[src/rtl/load_store_unit.sv]
// Memory-stage load/store unit: drives a byte-addressed data memory, splits
// word-straddling loads into two aligned reads and returns extended load data.
module load_store_unit #(
    parameter int unsigned XLEN = 32
) (
    input  logic            clk,
    input  logic            reset,
    input  logic            req_valid,
    output logic            req_ready,
    input  logic            req_is_store,
    input  logic [2:0]      req_funct3,
    input  logic [XLEN-1:0] req_addr,
    input  logic [XLEN-1:0] req_wdata,
    input  logic [4:0]      req_rd,
    output logic            resp_valid,
    output logic [XLEN-1:0] resp_data,
    output logic [4:0]      resp_rd,
    output logic [XLEN-1:0] mem_address,
    output logic [XLEN-1:0] mem_WriteData,
    output logic [3:0]      mem_WriteEnable,
    output logic [1:0]      mem_load_type,
    output logic            mem_MemRead,
    input  logic [XLEN-1:0] mem_ReadData
);

    typedef enum logic {
        IDLE,
        SECOND
    } state_t;

    state_t          state;
    logic [XLEN-1:2] base_q;
    logic [1:0]      off_q;
    logic [2:0]      funct3_q;
    logic [4:0]      rd_q;
    logic [XLEN-1:0] word0;

    logic            accept;
    logic            load_ok;
    logic            load_split;
    logic [3:0]      store_mask;

    // Shift the two-word window down by the byte offset, then size and extend.
    function automatic logic [XLEN-1:0] extract(
        input logic [XLEN-1:0] hi,
        input logic [XLEN-1:0] lo,
        input logic [1:0]      off,
        input logic [2:0]      f3
    );
        logic [XLEN-1:0] win;
        win = XLEN'({hi, lo} >> {off, 3'b000});
        case (f3)
            3'b000:  return {{(XLEN-8){win[7]}}, win[7:0]};
            3'b001:  return {{(XLEN-16){win[15]}}, win[15:0]};
            3'b010:  return win;
            3'b100:  return {{(XLEN-8){1'b0}}, win[7:0]};
            3'b101:  return {{(XLEN-16){1'b0}}, win[15:0]};
            default: return '0;
        endcase
    endfunction

    assign req_ready     = (state == IDLE);
    assign accept        = req_valid && req_ready;
    assign mem_load_type = 2'b10;

    always_comb begin
        load_ok    = 1'b0;
        store_mask = '0;
        case (req_funct3)
            3'b000: begin
                load_ok    = 1'b1;
                store_mask = 4'b0001;
            end
            3'b001: begin
                load_ok    = 1'b1;
                store_mask = 4'b0011;
            end
            3'b010: begin
                load_ok    = 1'b1;
                store_mask = 4'b1111;
            end
            3'b100, 3'b101: load_ok = 1'b1;
            default: ;
        endcase
    end

    // Halfwords only straddle at offset 3; words straddle at any non-zero offset.
    assign load_split = ((req_funct3[1:0] == 2'b01) && (req_addr[1:0] == 2'b11)) ||
                        ((req_funct3 == 3'b010) && (req_addr[1:0] != 2'b00));

    always_comb begin
        mem_address     = '0;
        mem_WriteData   = '0;
        mem_WriteEnable = '0;
        mem_MemRead     = 1'b0;
        if (state == SECOND) begin
            mem_MemRead = 1'b1;
            mem_address = {base_q + (XLEN-2)'(1), 2'b00};
        end else if (req_valid) begin
            if (req_is_store) begin
                mem_address     = req_addr;
                mem_WriteData   = req_wdata;
                mem_WriteEnable = store_mask;
            end else if (load_ok) begin
                mem_MemRead = 1'b1;
                mem_address = {req_addr[XLEN-1:2], 2'b00};
            end
        end
    end

    always_ff @(posedge clk or posedge reset) begin
        if (reset) begin
            state      <= IDLE;
            base_q     <= '0;
            off_q      <= '0;
            funct3_q   <= '0;
            rd_q       <= '0;
            word0      <= '0;
            resp_valid <= 1'b0;
            resp_data  <= '0;
            resp_rd    <= '0;
        end else begin
            resp_valid <= 1'b0;
            case (state)
                IDLE: begin
                    if (accept && !req_is_store) begin
                        base_q   <= req_addr[XLEN-1:2];
                        off_q    <= req_addr[1:0];
                        funct3_q <= req_funct3;
                        rd_q     <= req_rd;
                        word0    <= mem_ReadData;
                        if (load_split) begin
                            state <= SECOND;
                        end else begin
                            resp_valid <= 1'b1;
                            resp_data  <= extract('0, mem_ReadData, req_addr[1:0], req_funct3);
                            resp_rd    <= req_rd;
                        end
                    end
                end
                SECOND: begin
                    state      <= IDLE;
                    resp_valid <= 1'b1;
                    resp_data  <= extract(mem_ReadData, word0, off_q, funct3_q);
                    resp_rd    <= rd_q;
                end
                default: state <= IDLE;
            endcase
        end
    end

endmodule

[config.mk]
export PLATFORM = sky130hd
export DESIGN_NAME = load_store_unit
export DESIGN_NICKNAME = d
export VERILOG_FILES = /design/src/rtl/load_store_unit.sv
export SDC_FILE = /design/constraint.sdc
export NUM_CORES = 1
export LEC_CHECK = 0
export ABC_AREA = 0
export CAP_MARGIN = 10
export CORE_UTILIZATION = 49
export DETAILED_ROUTE_END_ITERATION = 10
export PLACE_DENSITY = 0.82
export REMOVE_ABC_BUFFERS = 1
export SLEW_MARGIN = 5
export SYNTH_ARGS = -nofsm -noshare
export SYNTH_HDL_FRONTEND = slang
export SYNTH_SLANG_ARGS = --single-unit
[constraint.sdc]
create_clock -name clk -period 4.82 [get_ports clk]
set_clock_uncertainty 0.2 [all_clocks]
set_input_delay 0.964 -clock clk [delete_from_list [all_inputs] [get_ports clk]]
set_output_delay 0.964 -clock clk [all_outputs]
set_load 0.01 [all_outputs]
## Yosys cells after proc, flatten, opt, wreduce, memory -nomap -nowiden

Index checks and enable logic that the tools add are counted.

- Flip-flop bits (word level): 111
- Input bits: 108
- Output and inout port bits: 110
- Word-level logic and storage cells: 67

- $add $sub $neg: 1
- Equal/unequal tests: 12
- Shift-type cells: 2
- Muxes and demuxes: 30
- Bitwise gates (word level): 1
- Reduce and logical (&&, ||, !) cells: 12

Operators by type and width:

| kind | number |
|---|---|
| one-hot mux 32 bit (5 select lines) | 2 |
| two-way mux 32 bit | 9 |
| one-hot mux 32 bit (2 select lines) | 1 |
| right shift 64 x 5 -> 32 bit | 1 |
| right shift 32 x 5 -> 32 bit | 1 |
| adder 30 x 1 -> 30 bit (second input constant) | 1 |
| == test 3 bit (second input constant) | 4 |
| two-way mux 4 bit | 3 |
| one-hot mux 4 bit (3 select lines) | 1 |
| two-way mux 5 bit | 2 |
| one-hot mux 5 bit (2 select lines) | 1 |
| two-way mux 1 bit | 9 |
| == test 3 x 1 -> 1 bit (second input constant) | 2 |
| == test 3 x 2 -> 1 bit (second input constant) | 2 |
| logical NOT 3 bit | 2 |
| OR reduction 5 bit | 1 |
| logical AND 1 bit | 4 |
| one-hot mux 1 bit (2 select lines) | 2 |
| AND reduction 2 bit | 2 |
| == test 2 x 1 -> 1 bit (second input constant) | 1 |
| == test 2 bit (second input constant) | 1 |
| inequality test 2 x 1 -> 1 bit (second input constant) | 1 |
| inequality test 2 bit (second input constant) | 1 |
| nonzero test 2 bit | 1 |
| 3 further kinds | 3 |

## Logic depth before layout (Yosys ltp)

- Depth after elaboration: 7
- Depth in mapped cells: 8
- Mapped depth without buffers: 5

## Least setup slack after synthesis

No wires, ideal clock.

- Path kind: input port to output port
- Start: input req_addr[0]
- End: output mem_address[0]
- Arrival: 2.075 ns
- Required time: 3.656 ns
- Path slack: 1.581 ns
- Stages: 5
- Path buffers: 4
- Path through: buf_2 buf_2 buf_2 clkbuf_1 and2_1

- Word-level cells in the longest chain between the ends: 3

Ends and longest elaborated chain:

| what | line | source |
|---|---|---|
| start: declaration | 12 | `input logic [XLEN-1:0] req_addr,` |
| two-way mux 32 bit | 100 | `if (req_is_store) begin` |
| two-way mux 32 bit | 99 | `end else if (req_valid) begin` |
| two-way mux 32 bit | 96 | `if (state == SECOND) begin` |
| end: declaration | 18 | `output logic [XLEN-1:0] mem_address,` |

No other way between the ends.

## Final worst setup path

- Start: input req_funct3[2]
- End: output mem_address[21]

- Word-level cells in the longest chain between the ends: 7

Ends and longest elaborated chain:

| what | line | source |
|---|---|---|
| start: declaration | 11 | `input logic [2:0] req_funct3,` |
| == test 3 x 2 -> 1 bit, or another cell as far along | 69 | `case (req_funct3)` |
| OR reduction 5 bit (no line) (*) | -- |  |
| two-way mux 1 bit (*) | 69 |  |
| two-way mux 32 bit (*) | 104 | `end else if (load_ok) begin` |
| two-way mux 32 bit (*) | 100 |  |
| two-way mux 32 bit (*) | 99 |  |
| two-way mux 32 bit (*) | 96 |  |

Mark *: on every way between the ends. The rest lies on a longest branch, timed or not.

==> metrics.md <==
| Metric | Value |
|---|---|
| CTS Buffer Depth | 2 |
| Top cells by area, synth | dfrtp_1 (37%), mux2_2 (13%), mux4_2 (9.3%) |
| Vias per inst | 6.25 |
| Grt ovf | 0 |
| Worst path bufs/invs | 3 |
| Failing checks | design-rule violations |
| Post-place setup slack | 0.542 ns |
| Crit-path max cell delay | 0.61 ns |
| First-pass GRT wire length | 34800 um |
| Overall routing resource usage | 0.283 |
| FF-to-FF Start | state$_DFF_PP0_ |
| Routability Congestion | 0.899 |
| Cell Chain, Critical Path | clkdlybuf4s50_1, o21a_1, a21oi_2, buf_4, nand2_1, o311ai_0, clkdlybuf4s50_1 |
| Synthesized cell area | 0.00747 sq mm |
| Post-CTS Setup Bufs | 0 |
| Fmax | 233 MHz |
| # hold bufs at CTS | 0 |
| R2R setup slack | 1.81 ns |
| Finished Layout Cells | 1093 |
| Antenna fix cells | 0 |
| # DRC | 16 |
| Worst skew pair latency | 0.35 ns |
| Critical Path Start Type | input pin |
| Final setup viols | 0 |
| Die area | 0.0158 sq mm |
| Resized Gates After CTS | 0 |
| PD cells | 292 mW/mm^2 |
| Total I/O pin count | 218 |
| Sequential fraction of the synthesis area | 0.372 |
| Num CTS Buffers | 9 |
| Fin crit share | 0.891 |
| End point of the critical path | mem_address[21] |
| Leakage | 4.08 nW |
| Final Hold Fails | 0 |
| Reg clk slew, reported paths | 0.08 ns |
| Iter 0 DRT Violations | 604 |
| Worst slew pin tran | 1.01 ns |
| Worst Setup SP | req_funct3[2] |
| Largest net degree at the start of global routing | 67 |
| Share of cells above drive strength 1 | 0.195 |
| DRT Pass-1 Iters | 9 |
| Routed length per instance | 20.4 um |
| Cells after Synth | 717 |
| IO buf count | 215 |
| Worst hold start | rd_q[2]$_DFFE_PP0P_ |
| RSZ-0062 raised after global routing | false |
| Worst hold slack | 0.307 ns |
| VDD IR max | 0.000201 V |
| Post-synth EDFFs | 0 |
| Cell mode on critical path | clkdlybuf4s50_1 |
| Status | finished, violations left |
| Top-count cell post-synth | dfrtp_1 |
| CP endpoint kind | output port |
| Core area | 0.0147 sq mm |
| Period minus WS final | 4.30 ns |
| Post-route worst setup slack | 0.523 ns |
| Yosys warning count | 0 |
| Max-cap viol count | 0 |
| Post-Route WL | 22300 um |
| Die Ht | 126 um |
| Post-synth cell types | 65 |
| Top FF cell, synth | dfrtp_1 |
| Pins Over Slew Limit | 0 |
| Pwr Total | 2.95 mW |
| Fill count | 1131 |
| Critical path's top delay family | buffers and inverters |
| Post-route ant nets | 0 |
| H-tree Lvls | 3 |
| Levels on crit path | 7 |
| Syn avg cell area | 10.4 sq um |
| Slowest stage cell on the critical path | clkdlybuf4s50_1 |
| Largest area contributor in the netlist | dfrtp_1 |
| Worst Path Required | 3.66 ns |
| FP Rows | 44 |
| Vias in the first global route | 6411 |
| Initial antenna violation count | 1 |
| Placed Instances | 1077 |
| Synth top area share | 0.372 |
| Register bit total from synthesis | 111 |
| Final-stage net count | 1013 |
| Max_slew headroom | 0.330 |
| Dpl hpwl | 15900 um |
| Starting Density | 0.509 |
| Syn-to-layout area delta | 34.9% |
| Hold Path Class | reg -> reg |
| Max FO, Critical Path | 30 |
| R2R depth | 5 |
| CTS tree | done |
| Clock root buffer master | clkbuf_16 |
| CTS sink count | 111 |
| Most frequent cells after synthesis | dfrtp_1 (111), mux2_2 (86), nand2_1 (75) |
| Reg-to-reg endpoint | resp_data[15]$_DFFE_PP0P_ |
| Arrival time worst endpoint | 3.13 ns |
| Setup TNS | 0 ns |
| Die X | 126 um |
| Vias | 6831 |
| Worst setup path category | in -> out |
| Async SR Flop Fraction | 1.00 |
-- state kept, by name (all words and copies together), names as in the netlist --
register	cells
base_q	30
funct3_q	3
off_q	2
rd_q	5
resp_data	32
resp_rd	5
resp_valid	1
state	1
word0	32
-- cell type report --
type | instances | area, sq um | area share
Clock buffer | 9 | 225 | 0.0223
Timing Repair Buffer | 237 | 2320 | 0.230
Sequential cell | 111 | 2780 | 0.276
Tap cell | 184 | 230 | 0.0228
Inverter | 7 | 28.8 | 0.00285
Multi-Input combinational cell | 538 | 4400 | 0.437
Clock inverter | 7 | 97.6 | 0.00968
-- report_power, final --
part / switching [mW] / internal, mW / leakage [nW]
registers: 0.158 / 1.08 / 1.35
logic: 0.373 / 0.533 / 2.58
clock network: 0.350 / 0.457 / 0.152
total: 0.880 / 2.07 / 4.08
-- routing by layer --
| metal | vias to the layer above | track usage | share of wire |
|---|---|---|---|
| met5 | - | 0 | 0 |
| met4 | 0 | 0.0961 | 0.024 |
| met3 | 51 | 0.0518 | 0.090 |
| met2 | 400 | 0.451 | 0.47 |
| met1 | 3303 | 0.387 | 0.42 |
| li1 | 3077 | - | - |
-- cells in the final DEF (no fill, tap or decap), types with 21 or more instances in the layout --
cell type          n
nor2_1            21
and2_1            36
nand3_1           38
a21oi_1           23
clkdlybuf4s50_1  215
buf_4             22
mux2i_1           30
mux4_2            31
nand2_1           75
dfrtp_1          109
o211ai_1          23
mux2_2            86
-- how the worst min path moves through the flow --
stage               depth (start not counted)                      to
finish                                      1  resp_rd[2]$_DFFE_PP0P_
global route                                1    word0[7]$_DFFE_PP0P_
CTS                                         1    word0[0]$_DFFE_PP0P_
detailed placement                          1    word0[2]$_DFFE_PP0P_
global placement                            1  resp_rd[2]$_DFFE_PP0P_
floorplan                                   1  resp_rd[2]$_DFFE_PP0P_
-- cells by family after synthesis --
group / Yosys count / share of synthesized area
adder cells (fa/ha/maj): 1 / 0.00167
buffers and inverters: 68 / 0.0417
other: 2 / 0.00100
flip-flops: 111 / 0.372
AND/OR/NAND/NOR: 242 / 0.174
multiplexers: 147 / 0.263
AO/OA/AOI/OAI: 133 / 0.132
XOR/XNOR: 13 / 0.0152
-- stage by stage --
stage / utilization / instance area, sq um
global route: 0.686 / 10100
finish: 0.686 / 10100
CTS: 0.686 / 10100
detailed placement: 0.664 / 9760
global placement: 0.664 / 9760
floorplan: - / 7190
Power figures use the tool's default switching activity.
